## src/rtl/video_stream_source.sv

```systemverilog
`default_nettype none
// +----------------------------------------------------------------------+
// | video_stream_source: AXI4-Stream video frame generator (SOF on tuser,|
// | EOL on tlast) with counter, LFSR and solid-colour patterns.          |
// | Revision: 1.0                                                        |
// +----------------------------------------------------------------------+
module video_stream_source #(
  parameter int DATA_WIDTH = 64,
  parameter int DIM_WIDTH  = 12,
  parameter int GAP_WIDTH  = 8
) (
  input  logic                  aclk,
  input  logic                  aresetn,
  input  logic                  aclken,
  input  logic                  sw_reset,
  input  logic                  enable,
  input  logic [DIM_WIDTH-1:0]  cfg_width,
  input  logic [DIM_WIDTH-1:0]  cfg_height,
  input  logic [GAP_WIDTH-1:0]  cfg_gap,
  input  logic [1:0]            cfg_pattern,
  input  logic [DATA_WIDTH-1:0] cfg_color,
  output logic [DATA_WIDTH-1:0] m_axis_video_tdata,
  output logic                  m_axis_video_tvalid,
  input  logic                  m_axis_video_tready,
  output logic                  m_axis_video_tuser,
  output logic                  m_axis_video_tlast,
  output logic                  frame_done,
  output logic [15:0]           frame_count,
  output logic                  busy
);

  localparam logic [1:0] IDLE   = 2'd0;
  localparam logic [1:0] ACTIVE = 2'd1;
  localparam logic [1:0] GAP    = 2'd2;

  localparam logic [31:0]          LFSR_SEED = 32'h0000_0001;
  localparam logic [31:0]          LFSR_TAPS = 32'h8020_0003;
  localparam logic [DIM_WIDTH-1:0] DIM_ONE   = 1;
  localparam logic [GAP_WIDTH-1:0] GAP_ONE   = 1;

  logic [1:0]            state, state_next;
  logic [DIM_WIDTH-1:0]  x, y, w, h;
  logic [GAP_WIDTH-1:0]  gap, gap_cnt;
  logic [1:0]            pattern;
  logic [DATA_WIDTH-1:0] color;
  logic [31:0]           lfsr, lfsr_next;
  logic [15:0]           frames;
  logic                  done_pend;
  logic                  start_ok, accept, eol, eof, load;

  assign start_ok  = enable && (cfg_width != '0) && (cfg_height != '0);
  assign accept    = aclken && m_axis_video_tvalid && m_axis_video_tready;
  assign eol       = (x == w - DIM_ONE);
  assign eof       = eol && (y == h - DIM_ONE);
  assign lfsr_next = lfsr[0] ? ((lfsr >> 1) ^ LFSR_TAPS) : (lfsr >> 1);
  // Configuration is captured whenever the FSM is about to present a SOF beat.
  assign load      = (state_next == ACTIVE) && ((state != ACTIVE) || (accept && eof));

  always_ff @(posedge aclk or negedge aresetn) begin
    if (!aresetn) begin
      state <= IDLE;
    end else if (aclken) begin
      state <= sw_reset ? IDLE : state_next;
    end
  end

  always_comb begin
    state_next = state;
    case (state)
      IDLE:   if (start_ok) state_next = ACTIVE;
      ACTIVE: if (accept && eof) begin
                if (!enable)          state_next = IDLE;
                else if (gap != '0)   state_next = GAP;
                else if (start_ok)    state_next = ACTIVE;
                else                  state_next = IDLE;
              end
      GAP:    if (gap_cnt == GAP_ONE) state_next = start_ok ? ACTIVE : IDLE;
      default: state_next = IDLE;
    endcase
  end

  always_ff @(posedge aclk or negedge aresetn) begin
    if (!aresetn) begin
      x <= '0; y <= '0; w <= '0; h <= '0;
      gap <= '0; gap_cnt <= '0; pattern <= '0; color <= '0;
      lfsr <= LFSR_SEED; frames <= '0; done_pend <= 1'b0;
    end else if (aclken) begin
      done_pend <= 1'b0;
      if (sw_reset) begin
        x <= '0; y <= '0; w <= '0; h <= '0;
        gap <= '0; gap_cnt <= '0; pattern <= '0; color <= '0;
        lfsr <= LFSR_SEED; frames <= '0;
      end else begin
        if (load) begin
          w <= cfg_width; h <= cfg_height; gap <= cfg_gap;
          pattern <= cfg_pattern; color <= cfg_color;
          x <= '0; y <= '0; lfsr <= LFSR_SEED;
        end else if (accept) begin
          lfsr <= lfsr_next;
          if (eol) begin
            x <= '0;
            y <= eof ? '0 : y + DIM_ONE;
          end else begin
            x <= x + DIM_ONE;
          end
        end
        if (accept && eof) begin
          done_pend <= 1'b1;
          frames    <= frames + 16'd1;
          gap_cnt   <= gap;
        end else if (state == GAP) begin
          gap_cnt <= gap_cnt - GAP_ONE;
        end
      end
    end
  end

  // A pending done is shown only in a cycle where the clock enable is high.
  assign frame_done  = done_pend && aclken;
  assign frame_count = frames;

  always_comb begin
    m_axis_video_tvalid = (state == ACTIVE);
    m_axis_video_tuser  = m_axis_video_tvalid && (x == '0) && (y == '0);
    m_axis_video_tlast  = m_axis_video_tvalid && eol;
    busy                = (state != IDLE);
    m_axis_video_tdata  = '0;
    if (m_axis_video_tvalid) begin
      case (pattern)
        2'd1:    m_axis_video_tdata = {lfsr, ~lfsr};
        2'd2:    m_axis_video_tdata = color;
        default: m_axis_video_tdata = {frames, 16'(y), 16'(x), 16'hC0DE};
      endcase
    end
  end

endmodule
`default_nettype wire
```

## config.mk

```make
export PLATFORM = sky130hd
export DESIGN_NAME = video_stream_source
export DESIGN_NICKNAME = d
export VERILOG_FILES = /design/src/rtl/video_stream_source.sv
export SDC_FILE = /design/constraint.sdc
export NUM_CORES = 1
export LEC_CHECK = 0
export ABC_AREA = 1
export CAP_MARGIN = 15
export CORE_MARGIN = 2
export CORE_UTILIZATION = 35
export CTS_BUF_LIST = sky130_fd_sc_hd__clkbuf_2
export CTS_CLUSTER_SIZE = 14
export DETAILED_ROUTE_END_ITERATION = 6
export HOLD_SLACK_MARGIN = 0.06
export SLEW_MARGIN = 20
export SYNTH_ARGS = -nofsm -noshare
export SYNTH_HDL_FRONTEND = slang
export SYNTH_SLANG_ARGS = --single-unit
```

## constraint.sdc

```tcl
create_clock -name aclk -period 2.64 [get_ports aclk]
set_input_delay 0.528 -clock aclk [delete_from_list [all_inputs] [get_ports aclk]]
set_output_delay 0.528 -clock aclk [all_outputs]
set_load 0.02 [all_outputs]
```

==> results of run 1 <==
-- layer usage --
metal,vias to the layer above,track usage [%],wire length [um]
li1,5536,-,-
met2,422,41.5,19700
met1,5517,33.1,17500
met3,86,3.73,2050
met5,-,0,0
met4,0,10.1,1470
-- sequential cells by signal, summed over array words and instances, names as in the netlist --
signal       flops
color           64
done_pend        1
frame_count     16
gap              8
gap_cnt          8
h               12
lfsr            32
pattern          2
state            2
w               12
x               12
y               12
-- synthesized netlist by cell type, types with 8 or more instances --
cell type / number
a211oi_1: 34
o21ai_0: 57
nand3_1: 89
nor4_1: 15
a22oi_1: 10
xor2_1: 25
a221oi_1: 35
inv_2: 10
nor2_1: 104
nand4_1: 8
o21ai_1: 25
nor3_1: 17
o22ai_1: 10
ha_1: 11
buf_2: 24
inv_1: 115
xnor2_1: 14
nand2_1: 590
clkbuf_1: 38
a21oi_1: 18
dfrtp_1: 180
-- what timing repair did --
action                                 4_1_cts  5_1_grt
hold buffers                                 1        0
endpoints found under the hold margin      151        0
setup endpoints to repair                  214      251
gates cloned                                11        9
setup buffers                               49       26
gates resized for setup                    593      167
pin swaps                                   52       78
-- report_power, final --
group	switching [uW]	total [uW]	internal, uW
Clock	1250	1590	340
Sequential	273	3290	3020
Combinational	2020	3920	1900
-- path summary, 6_finish.rpt --
path	start	to	depth (start not counted)
worst min-delay path	aresetn	frame_count[9]$_DFFE_PN0P_	2
max in group asynchronous	aresetn	color[37]$_DFFE_PN0P_	3
min in group aclk	cfg_color[47]	color[47]$_DFFE_PN0P_	3
worst max register to register	w[1]$_DFFE_PN0P_	lfsr[27]$_DFFE_PN0P_	22
worst min register to register	color[48]$_DFFE_PN0P_	color[48]$_DFFE_PN0P_	2
worst max-delay path	w[1]$_DFFE_PN0P_	m_axis_video_tlast	13
-- logic make-up after synthesis --
family / count (synthesis) / synth area share (%)
xor gates and xnor gates: 39 / 3.24
AOI/OAI and AO/OA: 194 / 11.8
buffers and inverters: 201 / 7.90
and+or+nand+nor: 844 / 32.8
DFF: 181 / 42.9
adders and majority gates: 11 / 1.30
-- layout make-up --
cell class | instances | share of cell area (%)
Timing Repair Buffer | 441 | 28.0
Tap cell | 390 | 2.87
Clock buffer | 17 | 0.500
Antenna cell | 1 | 0.0147
Clock inverter | 15 | 1.07
Sequential cell | 181 | 26.7
Multi-Input combinational cell | 1088 | 38.0
Inverter | 127 | 2.85
-- stage by stage --
stage	utilization [%]	instance area [sq um]
2_1_floorplan	-	10500
3_3_place_gp	47.6	14100
3_5_place_dp	47.6	14100
4_1_cts	53.7	15900
5_1_grt	57.4	17000
6_report	57.4	17000
==> reports/results.ini, run 1 <==
[place]
placed_cells = 2150
gp_congestion = 0.900
dp_hpwl_um = 28100
port_buffers = 188
place_ws_ns = -0.313

[yosys]
synth_edf_count = 0
synth_flop_cell = dfrtp_1
yosys_register_bits = 181
synth_area_leader_cell = dfrtp_1
async_flop_share_pct = 100
seq_area_frac_synth_pct = 42.9
synth_area_leaders = dfrtp_1 43%, nand2_1 21%, nand3_1 4.2%
yosys_warnings = 0
netlist_area_sq_um = 10500
synth_nets = 1585
postSynthCellCount = 1470
synth_top_cell_area_share_pct = 42.7
synth_cell_types = 42
avgSynthCellArea_sq_um = 7.18

[setup_path]
end_kind = output pin
r2r_setup_slack_ns = -0.27
worstPathCellList = inv_2, buf_4, nand3_1, nor2_2, nand2_1, nand2_1, nand2_1, nor2_1, nand2_2, nor2_4, inv_2, nor2_4, buf_6
worst-path-buf-inv = 4
crit_top_cell = nand2_1
critical_path_class = flop to output pin
required_ns = 2.11
slowest_stage = dfrtp_1
arrival_ns = 2.69
cp-start-kind = flop
cp_max_fo = 3
slowest_delay_ns = 0.47
path_delay_family = simple AND/OR/NAND/NOR gates

[cells_and_area]
fill_cells = 2630
final_cell_mix = 573 x nand2_1, 175 x dfrtp_1, 168 x buf_4
instances_no_fill = 2260
synthToLayoutAreaGrowth_pct = 61.2
regArea_sq_um = 4540
drive_gt1_share_pct = 29.3
layout.nets = 1971
multiInputGateArea_sq_um = 6470
final_common_cell = nand2_1

[floorplanning]
core_sq_um = 29600
dieArea_sq_um = 31500
ios = 189
chipWidth_um = 178
start_util_pct = 35.6
rows = 63
die_h_um = 178

[sta]
setup_slack_ns = -0.575
max-slew-margin-rel_pct = 60.4
finalCritPeriodShare_pct = 122
final.setup_skew_ns = 0.0769
whs_ns = 0.107
finalCriticalPeriod_ns = 3.22
rsz0062_at_grt = yes
tns_ns = -47.47
finalSetupViolCount = 231
fmax_ghz = 0.311
tightest_slew_ns = 0.589
hold_violations = 0
finalMaxSlewViolations = 0

[detailed_routing]
route.detailed.drc = 0
wl_per_cell_um = 18.0
dr.pass1.iters = 6
detail-route-antenna-nets = 0
vias_per_cell = 5.12
via_count = 11600
drtIter0Drc = 774
routed_wl_um = 40800

[global_route]
grt_pass1_wl_um = 61500
antenna_found_initial = 1
globalRouteOverflowTotal = 0
track_usage_pct = 25.2
grt_max_degree = 49
grt_pass1_vias = 11300

[cts]
ctsHtreeMaxLevel = 4
cts.sinks = 181
root_buffer = clkbuf_2
path_clk_slew_ns = 0.35
cts-buffers-inserted = 17
clk_latency_ns = 0.85
cts_tree = built
cts_buffer_depth = 2

[status]
run_status = finished with violations
violations = negative setup slack

[pwr]
p_per_area_nw_per_um2 = 518
ir_worst_vdd_mv = 0.265
leakage_uw = 0.00801
power.total_uw = 8800

[run]
cap_violations = 0

[hold_path]
hold_class = input port to asynchronous set/reset pin

Note: power is estimated with default switching activity, not from simulation.
==> run 2, diff against run 1 <==
- CTS_CLUSTER_SIZE: 14 -> 20
==> results of run 2 <==
Same layout as run 1: the final DEF is identical, and so are final timing and power.
